[config.mk]
export PLATFORM = sky130hd
export DESIGN_NAME = fft_bin_trigger
export DESIGN_NICKNAME = d
export VERILOG_FILES = /design/src/rtl/fft_bin_trigger.sv
export SDC_FILE = /design/constraint.sdc
export NUM_CORES = 1
export LEC_CHECK = 0
export CAP_MARGIN = 30
export CORE_MARGIN = 3
export CORE_UTILIZATION = 59
export CTS_CLUSTER_DIAMETER = 150
export DETAILED_ROUTE_END_ITERATION = 8
export GPL_ROUTABILITY_DRIVEN = 0
export PLACE_DENSITY = 0.87
export SYNTH_ARGS = -nofsm -noshare
export SYNTH_HDL_FRONTEND = slang
export SYNTH_SLANG_ARGS = --single-unit
[constraint.sdc]
create_clock -name clk -period 16.6 [get_ports clk]
set_input_delay 3.32 -clock clk [delete_from_list [all_inputs] [get_ports clk]]
set_output_delay 3.32 -clock clk [all_outputs]
set_load 0.02 [all_outputs]
[src/rtl/fft_bin_trigger.sv]
// fft_bin_trigger: windowed peak detector over streamed FFT frames
// with consecutive-hit qualification, holdoff and trigger output.
module fft_bin_trigger #(
  parameter int DATA_W         = 32,
  parameter int N_BINS         = 64,
  parameter int ADDR_W         = 6,
  parameter int HITS_REQ       = 1,
  parameter int HOLDOFF_FRAMES = 0,
  parameter int MAG_W          = DATA_W/2+1
) (
  input  logic              clk,
  input  logic              reset,
  input  logic [DATA_W-1:0] s_axis_tdata,
  input  logic              s_axis_tvalid,
  input  logic              s_axis_tlast,
  output logic              s_axis_tready,
  input  logic [ADDR_W-1:0] target_bin,
  input  logic [1:0]        win_len,
  input  logic [MAG_W-1:0]  threshold,
  input  logic              trig_mode,
  input  logic              trig_clear,
  output logic              trigger,
  output logic              frame_done,
  output logic              frame_err,
  output logic [MAG_W-1:0]  peak_mag,
  output logic [ADDR_W-1:0] peak_bin,
  output logic [7:0]        trig_count
);
  localparam int H    = DATA_W/2;
  localparam int AW2  = ADDR_W+2;
  localparam int HC_W = (HITS_REQ > 1) ? $clog2(HITS_REQ) : 1;
  localparam int HO_W = (HOLDOFF_FRAMES > 0) ?
                        $clog2(HOLDOFF_FRAMES+1) : 1;
  localparam logic [ADDR_W-1:0] LAST_BIN = ADDR_W'(N_BINS-1);

  typedef enum logic {COLLECT, EVAL} state_t;
  state_t state, state_d;

  logic [ADDR_W-1:0] bin_cnt;
  logic [ADDR_W-1:0] cfg_tgt;
  logic [1:0]        cfg_win;
  logic [MAG_W-1:0]  cfg_thr;
  logic              cfg_mode;
  logic [MAG_W-1:0]  run_mag;
  logic [ADDR_W-1:0] run_bin;
  logic [HC_W-1:0]   hit_cnt, hit_cnt_d;
  logic [HO_W-1:0]   holdoff, holdoff_d;
  logic              fire;

  logic [H-1:0]      re_u, im_u, abs_re, abs_im;
  logic [MAG_W-1:0]  mag;
  logic              accept, first, last_bin;
  logic              frame_end, frame_ok;
  logic [ADDR_W-1:0] eff_tgt;
  logic [1:0]        eff_win;
  logic [AW2-1:0]    win_lo, win_hi, bin_x;
  logic              in_win;
  logic [MAG_W-1:0]  base_mag, nxt_mag;
  logic [ADDR_W-1:0] base_bin, nxt_bin;

  // |-2^(H-1)| wraps to 2^(H-1) as an unsigned H-bit value
  assign re_u   = s_axis_tdata[DATA_W-1:H];
  assign im_u   = s_axis_tdata[H-1:0];
  assign abs_re = re_u[H-1] ? (~re_u + H'(1)) : re_u;
  assign abs_im = im_u[H-1] ? (~im_u + H'(1)) : im_u;
  assign mag    = MAG_W'(abs_re) + MAG_W'(abs_im);

  assign s_axis_tready = ~reset & (state == COLLECT);
  assign accept    = s_axis_tvalid & s_axis_tready;
  assign first     = (bin_cnt == '0);
  assign last_bin  = (bin_cnt == LAST_BIN);
  assign frame_end = accept & (last_bin | s_axis_tlast);
  assign frame_ok  = last_bin & s_axis_tlast;

  // bin 0 must see the config it is about to latch
  assign eff_tgt = first ? target_bin : cfg_tgt;
  assign eff_win = first ? win_len : cfg_win;
  assign win_lo  = AW2'(eff_tgt);
  assign win_hi  = win_lo + AW2'(eff_win);
  assign bin_x   = AW2'(bin_cnt);
  assign in_win  = (bin_x >= win_lo) && (bin_x <= win_hi);

  assign base_mag = first ? '0 : run_mag;
  assign base_bin = first ? eff_tgt : run_bin;
  assign nxt_mag  = (in_win && mag > base_mag) ? mag : base_mag;
  assign nxt_bin  = (in_win && mag > base_mag) ? bin_cnt : base_bin;

  always_comb begin
    state_d   = state;
    fire      = 1'b0;
    hit_cnt_d = hit_cnt;
    holdoff_d = holdoff;
    unique case (state)
      COLLECT: if (frame_end && frame_ok) state_d = EVAL;
      EVAL: begin
        state_d = COLLECT;
        if (holdoff != '0) begin
          holdoff_d = holdoff - HO_W'(1);
          hit_cnt_d = '0;
        end else if (run_mag < cfg_thr) begin
          hit_cnt_d = '0;
        end else if (hit_cnt == HC_W'(HITS_REQ-1)) begin
          fire      = 1'b1;
          hit_cnt_d = '0;
          holdoff_d = HO_W'(HOLDOFF_FRAMES);
        end else begin
          hit_cnt_d = hit_cnt + HC_W'(1);
        end
      end
      default: state_d = COLLECT;
    endcase
  end

  always_ff @(posedge clk) begin
    if (reset) begin
      state      <= COLLECT;
      bin_cnt    <= '0;
      cfg_tgt    <= '0;
      cfg_win    <= '0;
      cfg_thr    <= '0;
      cfg_mode   <= 1'b0;
      run_mag    <= '0;
      run_bin    <= '0;
      hit_cnt    <= '0;
      holdoff    <= '0;
      trigger    <= 1'b0;
      frame_done <= 1'b0;
      frame_err  <= 1'b0;
      peak_mag   <= '0;
      peak_bin   <= '0;
      trig_count <= '0;
    end else begin
      state      <= state_d;
      hit_cnt    <= hit_cnt_d;
      holdoff    <= holdoff_d;
      frame_done <= (state == EVAL);
      frame_err  <= frame_end & ~frame_ok;
      // a fire beats a simultaneous clear
      trigger    <= fire | (cfg_mode & trigger & ~trig_clear);
      if (fire) trig_count <= trig_count + 8'd1;
      if (state == EVAL) begin
        peak_mag <= run_mag;
        peak_bin <= run_bin;
      end
      if (accept) begin
        run_mag <= nxt_mag;
        run_bin <= nxt_bin;
        bin_cnt <= frame_end ? '0 : bin_cnt + ADDR_W'(1);
        if (first) begin
          cfg_tgt  <= target_bin;
          cfg_win  <= win_len;
          cfg_thr  <= threshold;
          cfg_mode <= trig_mode;
        end
      end
    end
  end

endmodule

* Word-level counts from Yosys, hierarchy flattened *
Cells that the tools add are included.

storage, ports and cells
  bits in registers = 92
  input bits = 63
  logic and storage cells = 70
  output and inout port bits = 35

operators by class
  add/sub/neg operators = 8
  bitwise gates (word level) = 15
  magnitude comparators = 4
  multiplexer cells = 19
  reduce and logical (&&, ||, !) cells = 7
  eq/ne operators = 1

operators with widths
  kind                   count
  $mux 17                2
  $add 16x1->16 const B  2
  $mux 16                2
  $not 16->16            2
  $mux 6                 4
  $add 16x16->17         1
  $gt 17x17->1           1
  $lt 17x17->1           1
  $mux 1                 9
  $add 8x1->8 const B    1
  $add 6x2->7            1
  $and 1x1->1            7
  $le 6x7->1             1
  $add 6x1->6 const B    1
  $eq 6x6->1 const B     1
  $ge 6x6->1             1
  $logic_not 6->1        1
  $not 1->1              4
  $reduce_and 2->1       2
  $logic_and 1x1->1      3
  $mux 2                 1
  $or 1x1->1             2
  $pmux 1 s2             1
  $reduce_bool 2->1      1
  other kinds (2)        2

* Depth between registers and ports, before layout *
  depth in word-level cells = 8
  depth in mapped cells = 24
  gate-level depth less buffers = 22

* Least setup slack after synthesis *
No wires, ideal clock.

  path kind = input to register
  start = input port s_axis_tdata[17]
  end = register run_mag[11]
  arrival time = 7.927 ns
  required time = 16.484 ns
  path slack = 8.557 ns
  stages on the path = 21
  library setup time = 0.116 ns
  path buffers = 1
  path through = inv_1 ha_1 nand2_1 o31ai_1 or3b_2 o31ai_1 xnor2_1 ha_1 and2_1 and3_1 a221o_1 xor2_1 ha_1 nand4_1 nor4_2 o21ai_0 a31oi_1 nand3_4 buf_2 and3_1 a41o_1

between the ends
  word-level cells in the longest chain between the ends = 7

ends and longest elaborated chain
  item                    RTL line  RTL
  start: declaration      13        input logic [DATA_W-1:0] s_axis_tdata,
  $not 16->16             64        assign abs_re = re_u[H-1] ? (~re_u + H'(1)) : re_u;
  $add 16x1->16           64
  $mux 16 (*)             64
  $add 16x16->17 (*)      66        assign mag = MAG_W'(abs_re) + MAG_W'(abs_im);
  $gt 17x17->1            85        assign nxt_mag = (in_win && mag > base_mag) ? mag : base_mag;
  $logic_and 1x1->1       85
  $mux 17 (*)             85
  end signal: assignment  146       run_mag <= nxt_mag;
  end: declaration        44        logic [MAG_W-1:0] run_mag;

Every way passes the cells marked *; elsewhere a longest branch is shown, timed or not.
A chain may end at the register's enable or synchronous reset.

* Worst setup path in the final report *
  start = input port s_axis_tdata[16]
  end = register run_mag[6]

Same word-level chain as after synthesis.

==> results by group <==
Die
  – Die W: ~110 um
  – Die area: between 10000 and 15000 um2
  – Die height: 107 um
  – Core ar.: just under 10000 um2
  – IO Pins: 98
  – Row cnt: 36
  – Initial core utilization: 0.613

Cells and area
  – Final nets: ~960
  – Commonest non-fill, non-tap cell in the layout: nand2_1
  – Diode count: 0
  – FF+latch area: roughly 1800 um2
  – Layout cells sized above 1: 0.0459
  – Area delta synth->final: 21.1%
  – Commonest cells after routing, fill and taps aside: 116 x nand2_1, 96 x clkdlybuf4s50_1, 90 x dfxtp_1
  – Fillers: about 670
  – Area of the multi-input gates: between 3000 and 4000 um2

Route
  – Post-DR vias/cell: just under 6
  – WL per Instance: around 16 um
  – Antenna viol nets, final: 0
  – Final WL: roughly 15000 um
  – Pre-Repair DR Iteration Count: 5
  – Remaining DRCs: 0
  – Routed vias: around 5700
  – First-iteration detailed-routing DRC count: between 400 and 500

Logic synthesis
  – Synth unique cells: around 60
  – Post-synth top flop: dfxtp_1
  – Avg Inst Size Synth: about 8.2 um2
  – Number of flops mapped to enable cells by yosys: 0
  – Post-synthesis cell count: around 740
  – Mapped Nets: between 800 and 900
  – Ys async rst share: 0
  – Synth Register Bits: 90
  – Post-synthesis cell area: 6040 um2
  – Yosys warns: 0
  – Register area share after synthesis: 0.298

STA
  – Final hold vios: 0
  – RSZ-0062 raised after global routing: no
  – Final TNS setup: 0 ns
  – Clk_skew: 0.00776 ns
  – Max Clock Freq: ~0.11 GHz
  – Final worst-path cycle share: 0.525
  – Final worst slack: approximately 7.9 ns
  – Minimum clock period: 8.71 ns
  – Worst-margin pin slew: 1.04 ns
  – Hold Slack: 0.460 ns
  – Slew HR: 0.301
  – Setup violators final: 0
  – Final Max Tran Viols: 0

Worst setup path
  – Max FO, Critical Path: 33
  – Arrival time worst endpoint: 8.99 ns
  – Crit path max-delay family: simple AND/OR/NAND/NOR gates
  – Slowest stage cell, crit path: or3b_2
  – WP data required: 16.87 ns
  – CP Capture Type: register
  – CP Cell Sequence: clkdlybuf4s50_1 -> inv_1 -> ha_1 -> nand2_1 -> o31ai_1 -> or3b_2 -> nand2_1 -> xnor2_1 -> ha_1 -> inv_1 -> or3_1 -> o211ai_1 -> nand3_1 -> a311oi_1 -> ha_1 -> nand4_1 -> nor4_2 -> o21ai_0 -> a31oi_1 -> nand3_4 -> and3_1 -> a41o_1
  – Crit Path Class: input port to register
  – Crit path top cell by count: ha_1
  – CP startpoint kind: input port
  – CP peak stage delay: ~0.51 ns
  – Crit path buffers/inverters: 3

CTS
  – TritonCTS clock tree: yes
  – Maximum root-to-sink buffer count: 2
  – Clock sinks: 90
  – Hold_buf cts: 0
  – Clk slew on worst S/H paths: 0.09 ns
  – Number of H-tree levels: 3
  – Clk_lat worst skew: roughly 0.38 ns
  – Total CTS buffers: 9
  – Clock Tree Root: clkbuf_8
  – Cts repair resizes: 0
  – Post-CTS setup buffers: 0

Outcome
  – Status: complete, no violations

GRT
  – Antenna violations before repair: 0
  – Largest net degree at the start of global routing: between 60 and 70
  – All-Layer GR Usage: 0.274
  – First-pass GRT wire length: 25800 um
  – Vias in the first global route: roughly 5600
  – Total gr overflow: 0

Worst hold path
  – Hold WC Path Type: register to register

Placement
  – DP HPWL: approximately 12000 um
  – Pre-CTS setup slack: about 7.6 ns
  – I/O Buffers: 97

Run
  – Max-Cap Viols: 0

Pwr
  – Leakage power: 0.00297 uW
  – Pwr/cell area: about 80 nW/um2
  – VDD IR max: between 0.04 and 0.05 mV
-- metal layers --
metal / GRT usage / part of all wire
met4: 0.103 / 0.022
met2: 0.469 / 0.47
met5: 0 / 0
met3: 0.0397 / 0.070
met1: 0.349 / 0.44
-- power by group --
group          internal (uW)  switching [uW]  total, uW
combinational           80.9             104        185
sequential               223            5.20        228
clock                   75.6            82.6        158
-- stage by stage --
stage / std cells / utilization / instance area [um2] / total power, uW
after global routing: 961 / 0.742 / 7320 / 604
after detailed placement: 945 / 0.721 / 7110 / 413
after global placement: 944 / 0.719 / 7100 / 403
after floorplan: 737 / - / 6040 / 359
after CTS: 961 / 0.742 / 7320 / 569
final: 961 / 0.742 / 7320 / 571
-- sequential cells by signal, indices dropped and copies added, names as in the netlist, 6 cells and up --
signal / cells
trig_count: 8
cfg_thr: 17
bin_cnt: 6
run_mag: 17
peak_mag: 17
run_bin: 6
cfg_tgt: 6
peak_bin: 6
-- worst paths after layout --
path	endpoint	from	slack, ns	cells after the start
worst max-delay path	run_mag[6]	s_axis_tdata[16]	7.89	22
worst min-delay path	cfg_win[1]	cfg_win[1]	0.46	2
worst max register to register	run_mag[6]	bin_cnt[0]	11.35	19
worst min register to register	cfg_win[1]	cfg_win[1]	0.46	2
-- cell usage after synthesis (4+ instances only) --
cell type | count | area (um2)
xnor2_1 | 39 | 342
mux2i_1 | 30 | 300
nor4_1 | 4 | 25.0
ha_1 | 68 | 851
or3_1 | 7 | 43.8
o21a_1 | 4 | 30.0
xor2_1 | 13 | 114
o31ai_1 | 10 | 75.1
a31oi_1 | 8 | 50.1
a41o_1 | 12 | 120
dfxtp_1 | 90 | 1800
o22ai_1 | 7 | 43.8
a21o_1 | 10 | 75.1
nand2_1 | 116 | 435
inv_1 | 36 | 135
a21oi_1 | 61 | 305
nand4_1 | 7 | 43.8
nand2b_1 | 15 | 93.8
nand3_1 | 20 | 100
o21ai_0 | 20 | 100
nor2_1 | 54 | 203
clkbuf_1 | 24 | 90.1
a211oi_1 | 5 | 37.5
nor3_1 | 8 | 40.0
and3_1 | 15 | 93.8
-- cells by family (layout without fill, tap and decap cells) --
kind of cell | count (synthesis) | count (layout) | synth area share
buffers and inverters | 64 | 155 | 0.0414
adders and majority gates | 70 | 70 | 0.147
DFF | 90 | 90 | 0.298
xor gates and xnor gates | 52 | 52 | 0.0754
muxes | 33 | 33 | 0.0553
AOI/OAI and AO/OA | 160 | 160 | 0.173
and+or+nand+nor | 268 | 268 | 0.210
-- layout make-up --
| class | count | area share |
|---|---|---|
| clock inverters | 6 | 0.00958 |
| flip-flops and latches | 90 | 0.246 |
| inverters | 36 | 0.0185 |
| multi-input cells | 583 | 0.545 |
| repair buffers | 103 | 0.139 |
| clock buffers | 10 | 0.0188 |
| well taps | 133 | 0.0227 |
-- worst register-to-register path, delay by kind of cell, from the launching register on --
family / cells / cell delay [ns]
buffers and inverters: 3 / 0.55
and+or+nand+nor: 6 / 1.65
xor gates and xnor gates: 1 / 0.13
DFF: 1 / 0.36
adders and majority gates: 3 / 0.90
AOI/OAI and AO/OA: 5 / 1.31
muxes: 1 / 0.24
Power figures use the tool's default switching activity.
